`config.mk`:
```
export PLATFORM = sky130hd
export DESIGN_NAME = riscv_sb_interconnect
export DESIGN_NICKNAME = d
export VERILOG_FILES = /design/src/rtl/riscv_sb_pkg.sv /design/src/rtl/riscv_sb_decoder.sv /design/src/rtl/riscv_sb_interconnect.sv
export SDC_FILE = /design/constraint.sdc
export NUM_CORES = 1
export LEC_CHECK = 0
export BUFFER_PORTS_ARGS = -buffer_cell sky130_fd_sc_hd__buf_2
export CAP_MARGIN = 30
export CELL_PAD_IN_SITES_DETAIL_PLACEMENT = 0
export CELL_PAD_IN_SITES_GLOBAL_PLACEMENT = 2
export CORE_AREA = 2 2 176 178
export DETAILED_ROUTE_END_ITERATION = 16
export DIE_AREA = 0 0 178 180
export PLACE_DENSITY = 0.76
export SYNTH_ARGS = -nofsm -noshare
export SYNTH_HDL_FRONTEND = slang
export SYNTH_SLANG_ARGS = --single-unit
```
`constraint.sdc`:
```
create_clock -name clk_i -period 3.93 [get_ports clk_i]
set_input_delay 0.393 -clock clk_i [delete_from_list [all_inputs] [get_ports clk_i]]
set_output_delay 0.393 -clock clk_i [all_outputs]
set_load 0.01 [all_outputs]
```
`src/rtl/riscv_sb_pkg.sv`:
```
// Shared types and constants for the system-bus interconnect: FSM states,
// default slot-select field / timeout, and the well-known slot indices.
package riscv_sb_pkg;

  typedef enum logic [1:0] {
    IDLE   = 2'd0,
    ACCESS = 2'd1,
    RESP   = 2'd2
  } sb_state_t;

  localparam int SB_SEL_MSB = 31;
  localparam int SB_SEL_LSB = 24;
  localparam int SB_TIMEOUT = 15;

  localparam int SLOT_DMEM = 0;
  localparam int SLOT_PS2  = 3;
  localparam int SLOT_VGA  = 7;

endpackage

```
`src/rtl/riscv_sb_decoder.sv`:
```
// Combinational slot decode: extracts the slot-select field, checks it against
// the populated-slot mask, and produces the address with the field cleared.
module riscv_sb_decoder #(
  parameter int                    N_SLAVES  = 8,
  parameter int                    SEL_MSB   = 31,
  parameter int                    SEL_LSB   = 24,
  parameter logic [N_SLAVES-1:0]   SLOT_MASK = 8'b1000_1001,
  localparam int                   SW        = (N_SLAVES > 1) ? $clog2(N_SLAVES) : 1
) (
  input  logic [31:0]   addr,
  output logic [SW-1:0] slot,
  output logic          valid,
  output logic [31:0]   offset
);

  localparam int          FW         = SEL_MSB - SEL_LSB + 1;
  localparam logic [31:0] FIELD_ONES = (FW >= 32) ? '1 : ((32'd1 << FW) - 32'd1);
  localparam logic [31:0] FIELD_MASK = FIELD_ONES << SEL_LSB;

  logic [31:0] field_ext;
  logic        in_range;

  // The range check uses the full zero-extended field, so a wide selector
  // never aliases onto a low slot through truncation.
  always_comb begin
    // NOTE: every variable gets a default first so no latch is inferred.
    field_ext         = '0;
    field_ext[FW-1:0] = addr[SEL_MSB:SEL_LSB];
    in_range          = (field_ext < 32'(N_SLAVES));
    slot              = field_ext[SW-1:0];
    valid             = in_range && SLOT_MASK[slot];
    offset            = addr & ~FIELD_MASK;
  end

endmodule

```
`src/rtl/riscv_sb_interconnect.sv`:
```
// LSU-to-peripheral system-bus interconnect: one transaction at a time through
// an IDLE/ACCESS/RESP FSM, with decode-error and wait-state timeout handling.
module riscv_sb_interconnect
  import riscv_sb_pkg::*;
#(
  parameter int                  N_SLAVES  = 8,
  parameter int                  SEL_MSB   = SB_SEL_MSB,
  parameter int                  SEL_LSB   = SB_SEL_LSB,
  parameter logic [N_SLAVES-1:0] SLOT_MASK = 8'b1000_1001,
  parameter int                  TIMEOUT   = SB_TIMEOUT
) (
  input  logic                   clk_i,
  input  logic                   resetn_i,
  input  logic                   req_i,
  input  logic                   we_i,
  input  logic [3:0]             be_i,
  input  logic [31:0]            addr_i,
  input  logic [31:0]            wd_i,
  output logic [31:0]            rd_o,
  output logic                   ready_o,
  output logic                   err_o,
  output logic [N_SLAVES-1:0]    s_req_o,
  output logic                   s_we_o,
  output logic [3:0]             s_be_o,
  output logic [31:0]            s_addr_o,
  output logic [31:0]            s_wd_o,
  input  logic [32*N_SLAVES-1:0] s_rd_i,
  input  logic [N_SLAVES-1:0]    s_ready_i
);

  localparam int             SW         = (N_SLAVES > 1) ? $clog2(N_SLAVES) : 1;
  localparam int             CW         = (TIMEOUT > 0) ? $clog2(TIMEOUT + 1) : 1;
  localparam bit             TIMEOUT_EN = (TIMEOUT != 0);
  localparam logic [CW-1:0]  CNT_LAST   = CW'(TIMEOUT - 1);

  sb_state_t     state_q, state_d;
  logic [SW-1:0] slot_q, slot_d;
  logic          we_q, we_d;
  logic [3:0]    be_q, be_d;
  logic [31:0]   addr_q, addr_d;
  logic [31:0]   wd_q, wd_d;
  logic [31:0]   rd_q, rd_d;
  logic          err_q, err_d;
  logic [CW-1:0] cnt_q, cnt_d;

  logic [SW-1:0] dec_slot;
  logic          dec_valid;
  logic [31:0]   dec_offset;

  riscv_sb_decoder #(
    .N_SLAVES  (N_SLAVES),
    .SEL_MSB   (SEL_MSB),
    .SEL_LSB   (SEL_LSB),
    .SLOT_MASK (SLOT_MASK)
  ) u_decoder (
    .addr   (addr_i),
    .slot   (dec_slot),
    .valid  (dec_valid),
    .offset (dec_offset)
  );

  always_comb begin
    state_d = state_q;
    slot_d  = slot_q;
    we_d    = we_q;
    be_d    = be_q;
    addr_d  = addr_q;
    wd_d    = wd_q;
    rd_d    = rd_q;
    err_d   = err_q;
    cnt_d   = cnt_q;

    unique case (state_q)
      IDLE: begin
        if (req_i) begin
          we_d   = we_i;
          be_d   = be_i;
          addr_d = dec_offset;
          wd_d   = wd_i;
          slot_d = dec_slot;
          cnt_d  = '0;
          if (!dec_valid) begin
            err_d   = 1'b1;
            rd_d    = '0;
            state_d = RESP;
          end else begin
            err_d   = 1'b0;
            state_d = ACCESS;
          end
        end
      end
      ACCESS: begin
        // Ready is checked first so it beats a timeout landing in the same cycle.
        if (s_ready_i[slot_q]) begin
          rd_d    = s_rd_i[{slot_q, 5'b0} +: 32];
          state_d = RESP;
        end else if (TIMEOUT_EN && (cnt_q == CNT_LAST)) begin
          err_d   = 1'b1;
          rd_d    = '0;
          state_d = RESP;
        end else begin
          cnt_d = cnt_q + 1'b1;
        end
      end
      RESP:    state_d = IDLE;
      default: state_d = IDLE;
    endcase
  end

  always_ff @(posedge clk_i) begin
    // NOTE: non-blocking assignments so every register updates from pre-edge values.
    if (!resetn_i) begin
      state_q <= IDLE;
      slot_q  <= '0;
      we_q    <= 1'b0;
      be_q    <= '0;
      addr_q  <= '0;
      wd_q    <= '0;
      rd_q    <= '0;
      err_q   <= 1'b0;
      cnt_q   <= '0;
    end else begin
      state_q <= state_d;
      slot_q  <= slot_d;
      we_q    <= we_d;
      be_q    <= be_d;
      addr_q  <= addr_d;
      wd_q    <= wd_d;
      rd_q    <= rd_d;
      err_q   <= err_d;
      cnt_q   <= cnt_d;
    end
  end

  // Master and slot outputs depend only on registered state.
  always_comb begin
    s_req_o = '0;
    if (state_q == ACCESS) s_req_o[slot_q] = 1'b1;
  end

  assign ready_o  = (state_q == RESP);
  assign err_o    = ready_o & err_q;
  assign rd_o     = ready_o ? rd_q : '0;
  assign s_we_o   = we_q;
  assign s_be_o   = be_q;
  assign s_addr_o = addr_q;
  assign s_wd_o   = wd_q;

endmodule

```
======== Word level (Yosys, flattened, before mapping) ========
Memories as Yosys holds them, arrays and structs flattened.
Index checks and enable logic that the tools add are counted.
storage, ports and cells
  bits in writable memories ............... 0
  bits in latches ......................... 0
  memory bits (read-only) ................. 8
  memories ................................ 1
  output and inout port bits .............. 111
  logic and storage cells ................. 61
  register bits after elaboration ......... 103
memory list
  memory           depth  width  rd ports  clocked after Yosys merged registers in  wr ports  RTL line                text
  (no name shown)  8      1      1         0                                        0         riscv_sb_decoder.sv:31  valid = in_range && SLOT_MASK[slot];
cells by class
  $add $sub $neg .......................... 1
  reduce and logical (&&, ||, !) cells .... 9
  $mul .................................... 0
  div/mod/pow operators ................... 0
  bitwise operators ....................... 1
  eq/ne operators ......................... 9
  muxes and demuxes ....................... 26
  shift-type cells ........................ 1
  order comparisons ....................... 4
operator list
  kind                                                                          number
  256-bit by 9-bit variable part select with 32-bit output                      1
  32-bit two-way mux                                                            5
  32-bit case mux with 2 select lines                                           1
  4-bit two-way mux                                                             3
  4-bit AND reduction                                                           3
  2-bit != test, second input constant                                          5
  3-bit by 4-bit less-than comparator with 1-bit output, second input constant  2
  8-bit by 4-bit less-than comparator with 1-bit output, second input constant  1
  2-bit two-way mux                                                             4
  8-bit two-way mux                                                             1
  4-bit case mux with 2 select lines                                            1
  1-bit two-way mux                                                             7
  4-bit by 1-bit adder with 4-bit output, second input constant                 1
  4-bit equality test, second input constant                                    1
  2-bit case mux with 2 select lines                                            1
  2-bit AND reduction                                                           2
  1-bit binary-select mux with 3-bit select                                     1
  1-bit demux with 3-bit select                                                 1
  3-bit by 1-bit >= comparator with 1-bit output, second input constant         1
  3-bit != test, second input constant                                          1
  2-bit by 1-bit equality test with 1-bit output, second input constant         1
  2-bit equality test, second input constant                                    1
  1-bit logical AND                                                             2
  2-bit logical NOT                                                             1
  3 further kinds                                                               3

======== Longest topological paths before layout ========
  word-level depth ........................ 6
  depth in mapped cells ................... 7
  mapped depth without buffers ............ 6

======== By module ========
From an unflattened synthesis, not the netlist that was laid out.
unflattened totals
  cells, all modules ...................... 640
  area, all modules ....................... 6452.4 µm²
modules (own cells, without submodules)
  module                 cells an instance  times used  area each (µm²)
  riscv_sb_interconnect  599                1           6143.4
  riscv_sb_decoder       41                 1           309.0

======== Worst setup path after synthesis ========
No wires, ideal clock.
  kind .................................... in2reg
  start point ............................. input addr_i[24]
  end point ............................... register rd_q[10]
  setup slack ............................. 2.043 ns
  setup time .............................. 0.070 ns
  path buffers ............................ 1
  arrival ................................. 1.817 ns
  stages on the path ...................... 7
  required time ........................... 3.860 ns
  path through ............................ ha_1 or2_2 a211o_1 a31oi_4 buf_6 o21ai_1 a21boi_1
between the ends
  cells in the longest elaborated chain, start to end .. 5
RTL lines
  what                                      RTL line                      text
  from (decl)                               riscv_sb_interconnect.sv:17   input logic [31:0] addr_i,
  memory read 8 x 1 bit                     --
  1-bit two-way mux (not written as such)   riscv_sb_decoder.sv:31
  1-bit logical AND (*)                     riscv_sb_decoder.sv:31
  2-bit != test (no source line) (*)        --
  4-bit AND reduction (no source line) (*)  --
  to (signal assigned)                      riscv_sb_interconnect.sv:129  rd_q <= rd_d;
  to (decl)                                 riscv_sb_interconnect.sv:42   logic [31:0] rd_q, rd_d;
Every way passes the cells marked *; elsewhere a longest branch is shown, timed or not. The select of a mux whose other input is x is not followed.
A chain may end at the register's enable or synchronous reset.

======== Worst setup path in the final report ========
  start point ............................. input addr_i[24]
  end point ............................... register rd_q[30]
Same word-level chain as after synthesis.

==> impl_metrics.json <==
{
  "ys.flop_type": "dfxtp_1",
  "first_pass_iters": 4,
  "crit_path_cell_trace": "buf_2 -> ha_1 -> or2_2 -> a211o_1 -> a31oi_4 -> buf_4 -> o21ai_1 -> a21boi_1",
  "cp-startpoint": "addr_i[24]",
  "dieArea_um2": 32000,
  "synthXorXnorAreaFrac_pct": 0,
  "syn_to_final_growth_pct": 45.4,
  "hold_buffers": 0,
  "p_leak_nw": 4.09,
  "grt_pass1_wl_um": 37400,
  "crit_buf_inv": 2,
  "crit_slowest_cell": "a31oi_4",
  "synth_compound_area_share_pct": 15.7,
  "antenna_found_initial": 5,
  "ys_warn_count": 0,
  "drt.antenna.violating_nets": 0,
  "port_buffers": 438,
  "r2r_end": "rd_q[23]",
  "rr_worst_depth": 5,
  "start_kind": "input pin",
  "synthSimpleGateAreaFrac_pct": 17.2,
  "netlist_area_um2": 6350,
  "coreArea_um2": 30200,
  "via_count": 6363,
  "cts_buffers": 9,
  "arrival_ps": 2750,
  "grt_max_degree": 63,
  "path_delay_family": "compound AO/OA/AOI/OAI gates",
  "cp-end-kind": "flip-flop",
  "critPathRequiredTime_ps": 4210,
  "via_per_inst": 4.37,
  "drive_above_1_share_pct": 54.1,
  "yosysTopAreaCell": "dfxtp_1",
  "io-pin-count": 447,
  "cts_tree": "yes",
  "fin_nets": 1391,
  "worst_pin_slew_ps": 969,
  "slew_viol_final": 0,
  "period_needed_ps": 2470,
  "hp-start": "wd_i[6]",
  "synthAdderAreaFrac_pct": 0.591,
  "rrSetupSlack_ps": 1740,
  "synth_most_common_cell": "nand2_1",
  "clockBufferDepth": 2,
  "start_util_pct": 21.0,
  "syn_inst": 647,
  "routed_wl_um": 25200,
  "critPathKind": "in2reg",
  "synth_top_cell_area_share_pct": 32.5,
  "outcome": "complete, no violations",
  "cts_sinks": 103,
  "hold_class": "in2reg",
  "drtIter0Drc": 182,
  "placed_area_um2": 8870,
  "final_area_um2": 9230,
  "root_buffer": "clkbuf_16",
  "synth-seq-cells": 103,
  "finalCritPeriodShare_pct": 62.8,
  "chipHeight_um": 180,
  "ys_seq_area_share_pct": 32.5,
  "rsz0062_at_grt": "false",
  "die_w_um": 178,
  "clock_latency_ps": 350,
  "hold_end": "s_wd_o[6]",
  "place_hpwl_um": 20200,
  "cp_slowest_stage_delay_ps": 820,
  "synth_mux_area_share_pct": 28.4,
  "gp_congestion": 0.826,
  "synth_common_cells": "nand2_1 (134), dfxtp_1 (103), a21boi_0 (64), mux4_2 (64), mux2i_1 (36)",
  "synth-async-reset-ratio_pct": 0,
  "relSlewSlack_pct": 35.4,
  "whs_path_depth": 3,
  "critical_path.max_fanout": 30,
  "finClkSkew_ps": 8.99,
  "max_clock_freq_ghz": 0.405,
  "ir_worst_vdd_mv": 0.191,
  "reg2reg_from": "slot_q[0]",
  "grt_pass1_vias": 6413,
  "drv_cap": 0,
  "cts_resized": 0,
  "avgSynthCellArea_um2": 9.81,
  "post_cts_buffers": 0,
  "synthTopCellsByArea": "dfxtp_1 (32%), mux4_2 (23%), nand2_1 (7.9%)",
  "htreeDepth": 3,
  "final_hold_viol_count": 0,
  "setup_tns_ps": 0,
  "overflow": 0,
  "drc": 0,
  "synth_cell_type_count": 37,
  "p_per_area_nw_per_um2": 299,
  "rows": 64,
  "finalSetupViolations": 0,
  "wl_per_cell_um": 17.3,
  "grtUsageTotal_pct": 15.3,
  "synth_top_family_by_area": "multiplexers",
  "synth-edff-count": 0,
  "clkTransAtPathRegs_ps": 80
}
-- where the power goes --
group / total (W) / switching (W) / leakage (nW) / internal, W
registers: 0.00111 / 0.0000283 / 0.843 / 0.00108
logic: 0.000591 / 0.000268 / 3.07 / 0.000323
clock network: 0.00106 / 0.000424 / 0.172 / 0.000634
-- flip-flops by register name (all words and copies together) (netlist names) --
name and count:
cnt_q 4, err_q 1, rd_q 32, s_addr_o 24, s_be_o 4, s_wd_o 32
s_we_o 1, slot_q 3, state_q 2
-- placed cells by master (no fill, tap or decap), types with 3 or more instances in the layout --
master / count
a21boi_0: 64
a21boi_1: 32
and2_1: 33
buf_2: 438
buf_4: 11
clkbuf_16: 10
conb_1: 8
dfxtp_1: 100
diode_2: 3
ha_1: 3
inv_1: 3
mux2i_1: 36
mux4_2: 64
nand2_1: 134
nand3_1: 4
nor2_1: 9
nor3_1: 5
o21ai_0: 4
o21ai_1: 29
or2_0: 4
or2_2: 28
-- cell families (layout without fill, tap and decap cells) --
group	after synthesis	in the layout
AND/OR/NAND/NOR	231	231
AO/OA/AOI/OAI	141	141
flip-flops	103	103
multiplexers	100	100
buffers and inverters	68	470
adder cells (fa/ha/maj)	3	3
other	1	11
-- routing by layer --
layer / routed length, µm / global-route usage [%]
met5: 16 / 0
met4: 317 / 3.67
met3: 1510 / 3.24
met2: 12600 / 26.4
met1: 10700 / 19.4
-- area by class of cell --
| type | instances | area, µm² |
|---|---|---|
| Antenna cell | 3 | 7.51 |
| Timing Repair Buffer | 452 | 2320 |
| Sequential cell | 103 | 2070 |
| Fill cell | 3275 | 21000 |
| Clock buffer | 12 | 278 |
| Multi-Input combinational cell | 483 | 3970 |
| Tap cell | 396 | 495 |
| Clock inverter | 3 | 71.3 |
| Inverter | 3 | 11.3 |
-- metrics by stage --
stage | cells | setup WS, ps | total power, W | util [%] | hold WS [ps]
CTS | 1452 | 1470 | 0.00283 | 30.5 | 262
floorplan | 654 | 2040 | 0.00146 | - | 443
global placement | 1435 | 1090 | 0.00173 | 29.3 | 447
detailed placement | 1437 | 1070 | 0.00174 | 29.4 | 453
finish | 1455 | 1460 | 0.00276 | 30.6 | 281
global route | 1454 | 1300 | 0.00291 | 30.6 | 268
-- worst max-delay path by stage --
stage                          end  cells past startpoint
after global placement    rd_q[28]                      8
after global routing      rd_q[30]                      8
final                     rd_q[30]                      8
after detailed placement  rd_q[30]                      8
after CTS                 rd_q[30]                      8
after floorplan           rd_q[10]                      7
-- worst reg2reg max path, cell delays in order, from the launching register on --
cell	delay, ps
dfxtp_4	570
buf_12	400
mux4_2	670
mux2i_1	230
or2_2	160
a21boi_1	50
Power figures use the tool's default switching activity.
